$ cat src/rtl/mod_i2s_tx_ctrl.sv
// I2S transmit controller: one-entry sample holding register, SCK/WS/SD generation
// from the system clock, and frame scheduling with zero fill on underrun.
module mod_i2s_tx_ctrl #(
  parameter int SAMPLE_W = 16,
  parameter int SLOT_W   = 32,
  parameter int SCK_HALF = 8
) (
  input  logic                i_clk,
  input  logic                i_rst,
  input  logic                i_enable,
  input  logic                i_valid,
  input  logic [SAMPLE_W-1:0] i_left,
  input  logic [SAMPLE_W-1:0] i_right,
  output logic                o_ready,
  output logic                o_sck,
  output logic                o_ws,
  output logic                o_sd,
  output logic                o_frame_start,
  output logic                o_underrun
);

  localparam int P_W   = $clog2(2 * SLOT_W);
  localparam int DIV_W = (SCK_HALF > 1) ? $clog2(SCK_HALF) : 1;

  localparam logic [P_W-1:0]   P_ONE    = P_W'(1);
  localparam logic [P_W-1:0]   P_SLOT   = P_W'(SLOT_W);
  localparam logic [P_W-1:0]   P_LAST   = P_W'(2 * SLOT_W - 1);
  localparam logic [DIV_W-1:0] DIV_ONE  = DIV_W'(1);
  localparam logic [DIV_W-1:0] DIV_LAST = DIV_W'(SCK_HALF - 1);

  typedef enum logic [0:0] {
    ST_IDLE = 1'b0,
    ST_RUN  = 1'b1
  } state_t;

  state_t state_r, state_s;

  logic                hold_full_r, hold_full_s;
  logic [SAMPLE_W-1:0] hold_left_r, hold_left_s;
  logic [SAMPLE_W-1:0] hold_right_r, hold_right_s;
  logic [SAMPLE_W-1:0] frame_left_r, frame_left_s;
  logic [SAMPLE_W-1:0] frame_right_r, frame_right_s;
  logic [DIV_W-1:0]    div_r, div_s;
  logic [P_W-1:0]      p_r, p_s;
  logic                sck_r, sck_s;
  logic                ws_r, ws_s;
  logic                sd_r, sd_s;
  logic                ready_r, ready_s;
  logic                frame_start_r, frame_start_s;
  logic                underrun_r, underrun_s;
  logic                tick_s, load_s, xfer_s;

  // Bit carried at position p: MSB-first sample after a one-bit delay, zero padded.
  function automatic logic sd_bit(input logic [P_W-1:0]      p,
                                  input logic [SAMPLE_W-1:0] l,
                                  input logic [SAMPLE_W-1:0] r);
    logic [SAMPLE_W-1:0] sh;
    if (p == '0) begin
      sh = '0;
    end else if (p <= P_SLOT) begin
      sh = l << (p - P_ONE);
    end else begin
      sh = r << (p - P_SLOT - P_ONE);
    end
    return sh[SAMPLE_W-1];
  endfunction

  // State register
  always_ff @(posedge i_clk or posedge i_rst) begin
    if (i_rst) begin
      state_r <= ST_IDLE;
    end else begin
      state_r <= state_s;
    end
  end

  // Next-state logic: enable alone decides between IDLE and RUN
  always_comb begin
    state_s = ST_IDLE;
    case (state_r)
      ST_IDLE: state_s = i_enable ? ST_RUN : ST_IDLE;
      ST_RUN:  state_s = i_enable ? ST_RUN : ST_IDLE;
      default: state_s = ST_IDLE;
    endcase
  end

  // Next values for divider, bit position, holding/frame registers and outputs
  always_comb begin
    hold_full_s   = hold_full_r;
    hold_left_s   = hold_left_r;
    hold_right_s  = hold_right_r;
    frame_left_s  = frame_left_r;
    frame_right_s = frame_right_r;
    div_s         = div_r;
    p_s           = p_r;
    sck_s         = sck_r;
    ws_s          = ws_r;
    sd_s          = sd_r;
    frame_start_s = 1'b0;
    underrun_s    = 1'b0;
    tick_s        = 1'b0;
    load_s        = 1'b0;
    xfer_s        = i_valid & ready_r;

    if (state_s == ST_IDLE) begin
      hold_full_s = 1'b0;
      div_s       = '0;
      p_s         = '0;
      sck_s       = 1'b0;
      ws_s        = 1'b0;
      sd_s        = 1'b0;
    end else if (state_r == ST_IDLE) begin
      // RUN entry: fresh frame at p=0, the holding register is empty here
      hold_full_s = 1'b0;
      div_s       = '0;
      p_s         = '0;
      sck_s       = 1'b0;
      ws_s        = 1'b0;
      sd_s        = 1'b0;
      load_s      = 1'b1;
    end else begin
      if (div_r == DIV_LAST) begin
        div_s  = '0;
        sck_s  = ~sck_r;
        tick_s = sck_r;
      end else begin
        div_s  = div_r + DIV_ONE;
      end

      if (tick_s) begin
        p_s    = (p_r == P_LAST) ? '0 : p_r + P_ONE;
        ws_s   = (p_s >= P_SLOT);
        sd_s   = sd_bit(p_s, frame_left_r, frame_right_r);
        load_s = (p_r == P_LAST);
      end else begin
        load_s = 1'b0;
      end

      // No bypass: a pair accepted on the load cycle waits for the next frame
      if (xfer_s) begin
        hold_full_s  = 1'b1;
        hold_left_s  = i_left;
        hold_right_s = i_right;
      end else if (load_s && hold_full_r) begin
        hold_full_s  = 1'b0;
      end else begin
        hold_full_s  = hold_full_r;
      end
    end

    if (load_s) begin
      frame_start_s = 1'b1;
      if (hold_full_r) begin
        frame_left_s  = hold_left_r;
        frame_right_s = hold_right_r;
        underrun_s    = 1'b0;
      end else begin
        frame_left_s  = '0;
        frame_right_s = '0;
        underrun_s    = 1'b1;
      end
    end else begin
      frame_start_s = 1'b0;
      underrun_s    = 1'b0;
    end

    ready_s = (state_s == ST_RUN) & ~hold_full_s;
  end

  // Datapath and output registers
  always_ff @(posedge i_clk or posedge i_rst) begin
    if (i_rst) begin
      hold_full_r   <= 1'b0;
      hold_left_r   <= '0;
      hold_right_r  <= '0;
      frame_left_r  <= '0;
      frame_right_r <= '0;
      div_r         <= '0;
      p_r           <= '0;
      sck_r         <= 1'b0;
      ws_r          <= 1'b0;
      sd_r          <= 1'b0;
      ready_r       <= 1'b0;
      frame_start_r <= 1'b0;
      underrun_r    <= 1'b0;
    end else begin
      hold_full_r   <= hold_full_s;
      hold_left_r   <= hold_left_s;
      hold_right_r  <= hold_right_s;
      frame_left_r  <= frame_left_s;
      frame_right_r <= frame_right_s;
      div_r         <= div_s;
      p_r           <= p_s;
      sck_r         <= sck_s;
      ws_r          <= ws_s;
      sd_r          <= sd_s;
      ready_r       <= ready_s;
      frame_start_r <= frame_start_s;
      underrun_r    <= underrun_s;
    end
  end

  assign o_ready       = ready_r;
  assign o_sck         = sck_r;
  assign o_ws          = ws_r;
  assign o_sd          = sd_r;
  assign o_frame_start = frame_start_r;
  assign o_underrun    = underrun_r;

endmodule

$ cat config.mk
export PLATFORM = sky130hd
export DESIGN_NAME = mod_i2s_tx_ctrl
export DESIGN_NICKNAME = d
export VERILOG_FILES = /design/src/rtl/mod_i2s_tx_ctrl.sv
export SDC_FILE = /design/constraint.sdc
export NUM_CORES = 1
export LEC_CHECK = 0
export CAP_MARGIN = 25
export CORE_MARGIN = 2
export CORE_UTILIZATION = 60
export CTS_CLUSTER_SIZE = 10
export DETAILED_ROUTE_END_ITERATION = 12
export HOLD_SLACK_MARGIN = 0.03
export PLACE_DENSITY = 0.84
export SETUP_SLACK_MARGIN = 0.05
export SYNTH_ARGS = -nofsm -noshare
export SYNTH_HDL_FRONTEND = slang
export SYNTH_SLANG_ARGS = --single-unit
$ cat constraint.sdc
create_clock -name i_clk -period 6.1 [get_ports i_clk]
set_input_delay 0.915 -clock i_clk [delete_from_list [all_inputs] [get_ports i_clk]]
set_output_delay 0.915 -clock i_clk [all_outputs]
set_load 0.1 [all_outputs]
Word-level counts from Yosys, hierarchy flattened
Cells that the tools add are included.

word-level totals
  bits in registers = 81
  input port bits = 36
  output and inout port bits = 6

operators by class
  add/sub/neg operators = 5
  $lt $le $gt $ge = 2
  equal/unequal tests = 4
  shift operators = 2
  multiplexer cells = 36
  bitwise gates (word level) = 4
  reduce and logical (&&, ||, !) cells = 3

operators by type and width
  kind                                                                 number
  16-bit two-way mux                                                   4
  16-bit by 6-bit left shift with 16-bit output                        2
  1-bit two-way mux                                                    25
  6-bit two-way mux                                                    4
  6-bit by 1-bit subtractor with 6-bit output (second input constant)  2
  3-bit two-way mux                                                    3
  6-bit by 1-bit adder with 6-bit output (second input constant)       1
  6-bit == test (second input constant)                                1
  6-bit greater-or-equal comparator (second input constant)            1
  6-bit less-or-equal comparator (second input constant)               1
  6-bit logical NOT                                                    1
  3-bit by 2-bit != test with 1-bit output (second input constant)     2
  6-bit subtractor (second input constant)                             1
  3-bit by 1-bit adder with 3-bit output (second input constant)       1
  3-bit == test (second input constant)                                1
  3-bit AND reduction                                                  1
  1-bit bitwise AND                                                    2
  1-bit inverter                                                       2
  1-bit logical AND                                                    1

Logic depth before layout (Yosys ltp)
  word-level depth = 14
  depth in mapped cells = 11

Worst setup path before layout
OpenSTA, ideal clock, no wires.

  path type = register to register
  start = register p_r[0]
  end = register sd_r (netlist: o_sd)
  setup time = 96 ps
  arrival time = 2348 ps
  required time = 6004 ps
  path slack = 3656 ps
  stages on the path, launching flop included = 10
  period minus slack after synthesis = 2444 ps
  cell sequence = dfrtp_1 > ha_1 > buf_6 > xnor3_2 > buf_6 > mux2i_1 > mux4_2 > mux2i_1 > o31ai_1 > a311oi_2

between the ends
  longest elaborated chain between the ends = 10
  elaborated cells on any way between the ends = 15
  those cells by class = 4 x add/sub; 1 x order compare; 1 x eq/ne; 2 x shift; 6 x mux; 1 x reduce/logical

ends and longest elaborated chain
  what                                                                     RTL line  RTL
  start: declaration                                                       44        logic [P_W-1:0] p_r, p_s;
  start signal: assignment                                                 193       p_r <= p_s;
  6-bit by 1-bit adder with 6-bit output or 6-bit == test (tied branches)  131       p_s = (p_r == P_LAST) ? '0 : p_r + P_ONE;
  6-bit two-way mux *                                                      131
  6-bit subtractor                                                         63        sh = r << (p - P_SLOT - P_ONE);
  6-bit by 1-bit subtractor with 6-bit output                              63
  16-bit by 6-bit left shift with 16-bit output                            63
  16-bit two-way mux                                                       60        end else if (p <= P_SLOT) begin
  16-bit two-way mux *                                                     58        if (p == '0) begin
  1-bit two-way mux *                                                      130       if (tick_s) begin
  1-bit two-way mux *                                                      112       end else if (state_r == ST_IDLE) begin
  1-bit two-way mux *                                                      105       if (state_s == ST_IDLE) begin
  end signal: assignment                                                   196       sd_r <= sd_s;
  end: declaration                                                         47        logic sd_r, sd_s;

Mark *: on every way between the ends. The rest lies on a longest branch, timed or not. The select of a mux whose other input is x is not followed.
A chain may end at the register's enable or synchronous reset.

Worst setup path in the final report
Ends and elaborated chain as after synthesis.

==> run metrics <==
sequential share of the synthesized area=0.533; total wire length after detailed routing=7.20 mm; aggregate negative setup slack=0 ns; initial core utilization=0.610; arithmetic-cell share of the synthesized area counting full adders, half adders and majority gates=0.0132; portion of the clock cycle consumed by the worst path in the final layout=0.475; final-stage net count=436; TritonCTS clock tree=done; combinational share of power=0.108; final count of hold timing violations=0; global-route total usage across every layer=0.220; register-to-register path setup slack=3.21 ns; Routed Antenna Nets=0; kind of end point of the critical path=flop; number of pins exceeding their max-slew limit in the final report=0; cell total after placement=460; Slew @ Worst Pin=0.970 ns; first-iteration detailed-routing DRC count=~180; min-delay worst type=reg -> reg; slowest CP cell=dfrtp_1; Gates resized, CTS repair=0; fraction of registers with async set/reset=1.00; cell chosen for the clock root=clkbuf_8; count of mapped cells out of synthesis=361; maximum number of pins on one net before global-route repair=between 80 and 90; Final Wtd Congestion=0.890; maxcap violations=0; post-synthesis compound-gate area fraction=0.114; number of vias per cell after detailed routing=about 5.7; cell seen most often among critical-path stages=mux2i_1; Primary FF master, synth=dfrtp_1; met1 track utilization from global routing=0.303; Die Span X=83.6 um; Achievable Freq=around 350 MHz; layout overhead on the synthesized area=18.3%; max_slew headroom=0.352; simple-gate area share of the yosys netlist=0.139; Post-Synthesis Cell Area=3800 um2; Synthesized Nets=401; wire length of the first global-routing pass=12.4 mm; largest clock skew in the final design=0.00587 ns; cell class contributing the biggest share of worst-path delay=multiplexers; Power Dens Cells=261 nW/um2; kind of critical path=reg -> reg; number of core rows=29; number of buffers inserted by hold repair at cts=0; switching part of the total=0.226; most common cell after layout, fill and taps aside=dfrtp_1; multiplexer share of the synthesized area=0.147; layer carrying the most global-route usage=met2; leakage power=0.00194 uW; number of detailed-route iterations in the first pass=4; crit path buf inv count=0; peak per-stage delay on the critical path=0.63 ns; remaining routing DRC violations=0; RSZ-0062 raised after global routing=no; Post-synth EDFFs=0; Peak supply drop=between 0.00015 and 0.0002 V; non-filler instance count after layout=477; setup fix buffers added after clock tree synthesis=0; warning count from the yosys run=0; arrival time of the worst setup path=3.15 ns; met3 track utilization from global routing=0.0485; TritonCTS Buffers=9; post-synthesis xor/xnor area fraction=0.0224; met2 layer usage reported by global route=0.351; sequential share of power=0.536; minimum period implied by the final worst setup slack=slightly below 3 ns; critical-path maximum fanout=16; number of flip-flops and latches in the synthesized netlist=between 80 and 90; Die Outline Area=~7000 um2; most used cells in the layout excluding fill and tap cells=dfrtp_1 (81), nand2_1 (80), clkdlybuf4s50_1 (41); outcome=completed; latest clock arrival within the worst-skew pair=0.34 ns; initial antenna violation count=0; type of element launching the critical path=flop; clock power share=0.356; Die Y-Extent=83.6 um; Antenna Diode Count=0; DR vias=2717; distinct cell type count of the synthesized netlist=between 40 and 50; switching power=265 uW; HPWL after detailed placement=4.89 mm; clock transition time at the flip-flop clock pins of the worst setup and hold paths=0.08 ns; fraction of layout cells with a size suffix above 1=0.158; Power Internal=910 uW; remaining global-route overflow=0; CTS sink count=81; required time at the endpoint of the critical path=approximately 6.4 ns; detail-routed net length per standard cell=15.1 um; input/output buffers=41; dominant combinational cell family by area after synthesis=multiplexers; count of boundary I/O pins=42; H-Tree Depth=3; floorplan core area=6240 um2; worst path cell trace=ha_1 > xnor3_2 > mux2i_1 > mux4_2 > mux2i_1 > o31ai_1 > a311oi_2; average cell area after synthesis=around 11 um2; setup violation total in the final timing report=0; number of global-route vias before repair=2675; maximum buffer depth of the clock tree=2
==> path summary, 6_finish.rpt <==
| path | from | end | depth (start not counted) |
|---|---|---|---|
| min | div_r[0]$_DFF_PP0_ | div_r[0]$_DFF_PP0_ | 1 |
| min reg2reg | div_r[0]$_DFF_PP0_ | div_r[0]$_DFF_PP0_ | 1 |
| max in group asynchronous | i_rst | frame_left_r[9]$_DFFE_PP0P_ | 4 |
| min in group asynchronous | i_rst | hold_right_r[15]$_DFFE_PP0P_ | 3 |
| max | p_r[0]$_DFFE_PP0P_ | o_sd$_DFFE_PP0P_ | 7 |
| max reg2reg | p_r[0]$_DFFE_PP0P_ | o_sd$_DFFE_PP0P_ | 7 |
==> worst register-to-register path: stages, from the launching register on <==
cell,delay (ns)
dfrtp_1,0.63
ha_1,0.44
xnor3_2,0.59
mux2i_1,0.18
mux4_2,0.46
mux2i_1,0.17
o31ai_1,0.11
a311oi_2,0.23
==> power groups by stage <==
stage          Sequential, uW  Clock (uW)  Combinational, uW
5_1_grt                   639         450                140
3_3_place_gp              640           0                117
6_report                  630         418                127
4_1_cts                   633         426                124
2_1_floorplan             639           0               77.3
3_5_place_dp              643           0                123
==> final cells by class <==
| type | count | area (um2) |
|---|---|---|
| repair buffers | 46 | 488 |
| clock inverters | 3 | 65.1 |
| multi-input cells | 253 | 1660 |
| fillers | 468 | 1740 |
| well taps | 77 | 96.3 |
| clock buffers | 12 | 145 |
| inverters | 5 | 18.8 |
| flip-flops and latches | 81 | 2030 |
==> flip-flops by register name (all words and copies together), names as in the netlist, 3 cells and up <==
signal,count
frame_left_r,16
p_r,6
hold_left_r,16
hold_right_r,16
div_r,3
frame_right_r,16
==> through the flow <==
stage	setup WS, ns	hold slack, ns	power (uW)	util	instance area [um2]
floorplan	3.10	0.415	716	-	3800
global placement	3.34	0.431	757	0.678	4230
global route	3.04	0.469	1230	0.721	4500
finish	3.21	0.453	1180	0.721	4500
CTS	3.25	0.457	1180	0.712	4440
detailed placement	3.28	0.446	766	0.678	4230
==> cells in the mapped netlist (2+ instances only) <==
library cell	instances	area share
xnor2_1	3	0.0069
nor3_1	3	0.0039
nand2b_1	2	0.0033
a311oi_1	2	0.0046
o221ai_1	2	0.0046
o211ai_1	3	0.0059
o31ai_1	2	0.0039
nand3b_1	2	0.0039
o21ai_0	36	0.047
buf_2	2	0.0026
mux2_2	38	0.11
clkbuf_1	18	0.018
ha_1	4	0.013
and3_1	4	0.0066
buf_6	2	0.0059
inv_1	4	0.0039
a31oi_1	2	0.0033
a21boi_0	2	0.0039
nor2_1	9	0.0089
mux2i_1	11	0.029
o21a_1	3	0.0059
xor2_1	4	0.0092
nor2b_1	4	0.0066
nand3_1	8	0.011
nand2_1	80	0.079
and2_1	3	0.0049
dfrtp_1	81	0.53
a21oi_1	8	0.011
a31o_2	2	0.0046
==> cells by family after synthesis <==
group / count (synthesis)
simple gates: 121
flops: 81
compound gates: 70
mux: 50
buf+inv: 27
xor+xnor: 8
fa+ha+maj: 4
==> metal layers <==
metal	part of all wire	wire, um	vias up
met5	0	0	-
met4	0.013	96	0
met1	0.45	3250	1319
met3	0.039	282	8
li1	-	-	1326
met2	0.50	3570	64
Power figures use the tool's default switching activity.
